File: src/rtl/alarm_pkg.sv
// Shared types and BCD time helpers for the multi-channel alarm clock.
package alarm_pkg;

  typedef struct packed {
    logic [3:0] hour_tens;
    logic [3:0] hour_ones;
    logic [3:0] min_tens;
    logic [3:0] min_ones;
  } bcd_time_t;

  typedef enum logic [1:0] {
    ST_IDLE   = 2'd0,
    ST_RING   = 2'd1,
    ST_SNOOZE = 2'd2
  } chan_state_t;

  function automatic logic bcd_valid(input bcd_time_t t);
    logic ok;
    ok = (t.hour_tens <= 4'd2) && (t.hour_ones <= 4'd9) &&
         (t.min_tens <= 4'd5) && (t.min_ones <= 4'd9);
    if ((t.hour_tens == 4'd2) && (t.hour_ones > 4'd3)) ok = 1'b0;
    return ok;
  endfunction

  // Adds n minutes (n < 60) with a 24 h wrap, going through a minute-of-day count.
  function automatic bcd_time_t bcd_add_min(input bcd_time_t t, input logic [5:0] n);
    logic [10:0] total;
    logic [4:0]  hh;
    logic [5:0]  mm;
    bcd_time_t   r;
    total = 11'(t.hour_tens) * 11'd600 + 11'(t.hour_ones) * 11'd60 +
            11'(t.min_tens) * 11'd10 + 11'(t.min_ones) + 11'(n);
    if (total >= 11'd1440) total = total - 11'd1440;
    hh = 5'(total / 11'd60);
    mm = 6'(total % 11'd60);
    r.hour_tens = 4'(hh / 5'd10);
    r.hour_ones = 4'(hh % 5'd10);
    r.min_tens  = 4'(mm / 6'd10);
    r.min_ones  = 4'(mm % 6'd10);
    return r;
  endfunction

endpackage

File: src/rtl/alarm_channel.sv
// One alarm channel: stored alarm time, snooze target, ring timer and IDLE/RING/SNOOZE FSM.
module alarm_channel
  import alarm_pkg::*;
#(
  parameter int RING_SEC   = 60,
  parameter int SNOOZE_MIN = 5
) (
  input  logic      clk,
  input  logic      rst,
  input  logic      en,
  input  logic      wr,
  input  bcd_time_t wr_time,
  input  logic      sec_tick,
  input  logic      minute_adv,
  input  bcd_time_t now_time,
  input  bcd_time_t next_time,
  input  logic      snooze,
  input  logic      dismiss,
  output logic      ring
);

  chan_state_t state_reg;
  logic [7:0]  cnt_reg;
  bcd_time_t   alarm_reg;
  bcd_time_t   snooze_reg;
  logic        alarm_hit;
  logic        snooze_hit;

  // Matches look at the time being loaded this edge so ring rises together with time_now.
  assign alarm_hit  = minute_adv && (next_time == alarm_reg);
  assign snooze_hit = minute_adv && (next_time == snooze_reg);
  assign ring       = (state_reg == ST_RING);

  always_ff @(posedge clk or posedge rst) begin
    if (rst) begin
      state_reg  <= ST_IDLE;
      cnt_reg    <= '0;
      alarm_reg  <= '0;
      snooze_reg <= '0;
    end else begin
      if (wr) alarm_reg <= wr_time;
      if (!en) begin
        state_reg <= ST_IDLE;
        cnt_reg   <= '0;
      end else begin
        case (state_reg)
          ST_IDLE: begin
            if (alarm_hit) begin
              state_reg <= ST_RING;
              cnt_reg   <= '0;
            end
          end
          ST_RING: begin
            if (dismiss) begin
              state_reg <= ST_IDLE;
            end else if (snooze) begin
              state_reg  <= ST_SNOOZE;
              snooze_reg <= bcd_add_min(now_time, 6'(SNOOZE_MIN));
            end else if (alarm_hit) begin
              cnt_reg <= '0;
            end else if (sec_tick) begin
              if (cnt_reg == 8'(RING_SEC - 1)) state_reg <= ST_IDLE;
              else cnt_reg <= cnt_reg + 8'd1;
            end
          end
          ST_SNOOZE: begin
            if (dismiss) begin
              state_reg <= ST_IDLE;
            end else if (snooze_hit) begin
              state_reg <= ST_RING;
              cnt_reg   <= '0;
            end
          end
          default: state_reg <= ST_IDLE;
        endcase
      end
    end
  end

endmodule

File: src/rtl/alarm_multi_core.sv
// Time-of-day clock (prescaler, seconds, BCD HH:MM) driving N_ALARM independent alarm channels.
module alarm_multi_core
  import alarm_pkg::*;
#(
  parameter int TICK_DIV   = 100000000,
  parameter int N_ALARM    = 4,
  parameter int RING_SEC   = 60,
  parameter int SNOOZE_MIN = 5,
  localparam int IDX_W     = (N_ALARM > 1) ? $clog2(N_ALARM) : 1
) (
  input  logic               clk,
  input  logic               rst,
  input  logic               time_load,
  input  logic [15:0]        time_init,
  input  logic               alarm_wr,
  input  logic [IDX_W-1:0]   alarm_idx,
  input  logic [15:0]        alarm_time,
  input  logic [N_ALARM-1:0] alarm_en,
  input  logic               snooze,
  input  logic               dismiss,
  output logic [15:0]        time_now,
  output logic [5:0]         sec_now,
  output logic               sec_tick,
  output logic [N_ALARM-1:0] ring,
  output logic               aud_en
);

  localparam int PRE_W = $clog2(TICK_DIV);

  logic [PRE_W-1:0] presc_reg;
  logic [5:0]       sec_reg;
  bcd_time_t        time_reg;
  bcd_time_t        next_time;
  logic             load_ok;
  logic             minute_adv;
  logic             wr_ok;

  assign sec_tick   = (presc_reg == PRE_W'(TICK_DIV - 1));
  assign load_ok    = time_load && bcd_valid(bcd_time_t'(time_init));
  // A valid load takes precedence, so a coincident tick never produces a minute advance.
  assign minute_adv = sec_tick && (sec_reg == 6'd59) && !load_ok;
  assign next_time  = bcd_add_min(time_reg, 6'd1);
  assign wr_ok      = alarm_wr && bcd_valid(bcd_time_t'(alarm_time)) &&
                      (32'(alarm_idx) < N_ALARM);

  always_ff @(posedge clk or posedge rst) begin
    if (rst) begin
      presc_reg <= '0;
      sec_reg   <= '0;
      time_reg  <= '0;
    end else if (load_ok) begin
      presc_reg <= '0;
      sec_reg   <= '0;
      time_reg  <= bcd_time_t'(time_init);
    end else begin
      presc_reg <= sec_tick ? '0 : presc_reg + 1'b1;
      if (sec_tick) begin
        if (sec_reg == 6'd59) begin
          sec_reg  <= '0;
          time_reg <= next_time;
        end else begin
          sec_reg <= sec_reg + 6'd1;
        end
      end
    end
  end

  generate
    for (genvar gi = 0; gi < N_ALARM; gi++) begin : g_chan
      alarm_channel #(
        .RING_SEC   (RING_SEC),
        .SNOOZE_MIN (SNOOZE_MIN)
      ) u_chan (
        .clk        (clk),
        .rst        (rst),
        .en         (alarm_en[gi]),
        .wr         (wr_ok && (alarm_idx == IDX_W'(gi))),
        .wr_time    (bcd_time_t'(alarm_time)),
        .sec_tick   (sec_tick),
        .minute_adv (minute_adv),
        .now_time   (time_reg),
        .next_time  (next_time),
        .snooze     (snooze),
        .dismiss    (dismiss),
        .ring       (ring[gi])
      );
    end
  endgenerate

  assign time_now = time_reg;
  assign sec_now  = sec_reg;
  assign aud_en   = |ring;

endmodule

File: config.mk
export PLATFORM = sky130hd
export DESIGN_NAME = alarm_multi_core
export DESIGN_NICKNAME = d
export VERILOG_FILES = /design/src/rtl/alarm_pkg.sv /design/src/rtl/alarm_channel.sv /design/src/rtl/alarm_multi_core.sv
export SDC_FILE = /design/constraint.sdc
export NUM_CORES = 1
export LEC_CHECK = 0
export BUFFER_PORTS_ARGS = -buffer_cell sky130_fd_sc_hd__buf_2
export CAP_MARGIN = 10
export CORE_ASPECT_RATIO = 0.7
export CORE_MARGIN = 5
export CORE_UTILIZATION = 45
export CTS_CLUSTER_SIZE = 28
export DETAILED_ROUTE_END_ITERATION = 8
export PLACE_DENSITY = 0.66
export RECOVER_POWER = 50
export SLEW_MARGIN = 40
export SYNTH_ARGS = -nofsm -noshare
export SYNTH_HDL_FRONTEND = slang
export SYNTH_HIERARCHICAL = 1
export SYNTH_SLANG_ARGS = --single-unit
File: constraint.sdc
create_clock -name clk -period 11.5 [get_ports clk]
set_clock_uncertainty 0.2 [all_clocks]
set_input_delay 1.15 -clock clk [delete_from_list [all_inputs] [get_ports clk]]
set_output_delay 1.15 -clock clk [all_outputs]
set_load 0.03 [all_outputs]
==> impl_metrics.json <==
{
  "required_ps": 11750,
  "cts_buffer_depth": 3,
  "drt-pass1-iter-count": 7,
  "fin_crit_sh_pct": 95.1,
  "hpwlAfterDp_mm": 53.0,
  "synth_area_leaders": "dfrtp_1 (19%), ha_1 (13%), xnor2_1 (6.1%)",
  "cp_slowest_stage_delay_ps": 590,
  "post-synth-top-count-cell": "ha_1",
  "final.min_clock_period_ps": 10940,
  "grt_pass1_wl_mm": 113,
  "dieWidth_um": 302,
  "design.core.area_um2": 59600,
  "num_io_pins": 72,
  "rrSetupSlack_ps": 560,
  "fmax_mhz": 91.4,
  "fillers": 5640,
  "end_kind": "flop",
  "ff_latch_area_um2": 5130,
  "yosysWarningCount": 6,
  "cts_tree": "built",
  "post-route-worst-setup-slack_ps": 563,
  "grt_max_degree": 50,
  "nets": 3607,
  "clk_latency_ps": 530,
  "drt-initial-drc-count": 1835,
  "final_area_um2": 29600,
  "die_h_um": 215,
  "multi_input_area_um2": 20700,
  "worstReg2RegEnd": "g_chan[1].u_chan/cnt_reg[5]$_DFFE_PP0P_",
  "ys_types": 144,
  "startpoint_type": "flop",
  "synth_area_um2": 26900,
  "worstHoldPathType": "reg -> reg",
  "synth-edff-count": 0,
  "hold_viol_final": 0,
  "async_flop_share_pct": 100,
  "yosysTopAreaCellShare_pct": 19.1,
  "post_dp_cell_area_um2": 28500,
  "hold_path.startpoint": "presc_reg[0]$_DFF_PP0_",
  "postCtsHoldBufs": 0,
  "ys_ff_latch": 205,
  "htree_num_levels": 1,
  "cts_sinks": 205,
  "synth_common_cells": "ha_1 (281), inv_1 (267), dfrtp_1 (205), nand2_1 (205), nor2_1 (190)",
  "slew_violations": 197,
  "grt_pass1_vias": 21624,
  "crit_path_max_fanout": 7,
  "rows": 75,
  "antenna_left": 0,
  "syn-instance-count": 3091,
  "timing.slew.headroom_pct": -90.7,
  "setup_violations": 0,
  "synth_top_area_cell": "dfrtp_1",
  "crit_start": "time_now[9]$_DFFE_PP0P_",
  "maxCapViolCount": 5,
  "numCtsBuffers": 20,
  "violations": "capacitance limit, slew limit",
  "r2r_start": "time_now[9]$_DFFE_PP0P_",
  "start_util_pct": 45.2,
  "clk_pin_slew_ps": 70,
  "ys_seq_area_share_pct": 19.1,
  "syn_avg_cell_area_um2": 8.70,
  "clock-root-buffer": "clkbuf_16",
  "largest_register_ffs": 64,
  "crit_top_cell": "ha_1",
  "io_buffers": 71,
  "synth_top_flop_cell": "dfrtp_1",
  "routabilityCongestion": 0.905,
  "wl_per_cell_um": 17.0,
  "tightest_slew_ps": 2860,
  "antenna_found_initial": 1,
  "grt_usage_pct": 20.6,
  "drc": 0,
  "areaGrowthSynthToFinish_pct": 10.0,
  "endpoint": "g_chan[1].u_chan/cnt_reg[5]$_DFFE_PP0P_",
  "antenna_cells": 0,
  "die-area_um2": 64900,
  "gr-total-overflow": 0,
  "crit_slowest_cell": "fa_1",
  "drive_above_1_share_pct": 16.0,
  "critPathKind": "reg -> reg",
  "ff2ff_path_depth": 45,
  "wirelength_mm": 68.5,
  "vias": 23212,
  "status": "finished, violations left",
  "crit_arrival_ps": 11190,
  "pre_cts_slack_ps": -54.3,
  "via_per_inst": 5.76
}
-- cells by family after synthesis --
logic type	Yosys count	synth area share [%]
xor+xnor	276	9.35
simple gates	920	17.9
mux	109	4.64
flops	205	19.1
compound gates	849	24.4
buf+inv	365	5.60
other cells	1	0.0139
fa+ha+maj	366	19.0
-- worst max-delay path, delay by kind of cell (launching register included) --
family	cells	cell delay (ps)
compound gates	17	3530
flops	1	400
buf+inv	2	240
fa+ha+maj	8	2920
xor+xnor	3	430
mux	1	200
simple gates	14	2960
-- layout by cell type (no fill, tap or decap), drive strengths merged, types with 54 or more instances in the layout --
cell type / instances
nor2: 192
nand2: 209
inv: 271
ha: 281
xnor2: 191
buf: 153
o211ai: 54
fa: 75
nor3: 81
dfrtp: 205
mux2: 78
a211oi: 56
o21ai: 188
a21oi: 155
a21o: 58
xor2: 83
nand3: 103
-- layer usage --
metal  track usage [%]  part of all wire [%]
met5                 0                 0.041
met4              3.91                   2.0
met3              2.74                   5.2
met2              30.7                    42
met1              32.1                    51
-- how the worst min path moves through the flow --
stage | endpoint | slack (ps) | cells after the start
floorplan | presc_reg[0]$_DFF_PP0_ | 250 | 1
global placement | presc_reg[0]$_DFF_PP0_ | 280 | 1
detailed placement | presc_reg[0]$_DFF_PP0_ | 290 | 1
CTS | presc_reg[0]$_DFF_PP0_ | 290 | 1
global route | g_chan[3].u_chan/snooze_reg[6]$_DFFE_PP0P_ | 320 | 1
finish | presc_reg[0]$_DFF_PP0_ | 290 | 1
-- what timing repair did --
item                                    in CTS  in global routing
gates resized for setup                      2                 59
setup buffers                                0                 17
endpoints found under the setup margin       4                 35
pin swaps                                    0                 17
-- stage by stage --
step                      hold WS (ps)  instances  utilization, %  TNS (ps)
final                              294       4029            49.7         0
after global routing               319       4029            49.7      -316
after CTS                          294       4011            49.0         0
after detailed placement           285       3975            47.8      -156
after global placement             281       3975            47.8         0
after floorplan                    255       3114               -         0
-- layout make-up --
| class | count | area share (%) |
|---|---|---|
| repair buffers | 162 | 3.43 |
| clock inverters | 7 | 0.418 |
| multi-input cells | 2544 | 69.9 |
| flip-flops and latches | 205 | 17.3 |
| clock buffers | 29 | 1.97 |
| inverters | 274 | 3.49 |
| well taps | 808 | 3.42 |
Power is not shown: default switching activity piles up to over one toggle a cycle in this logic, so the estimate is an artifact.
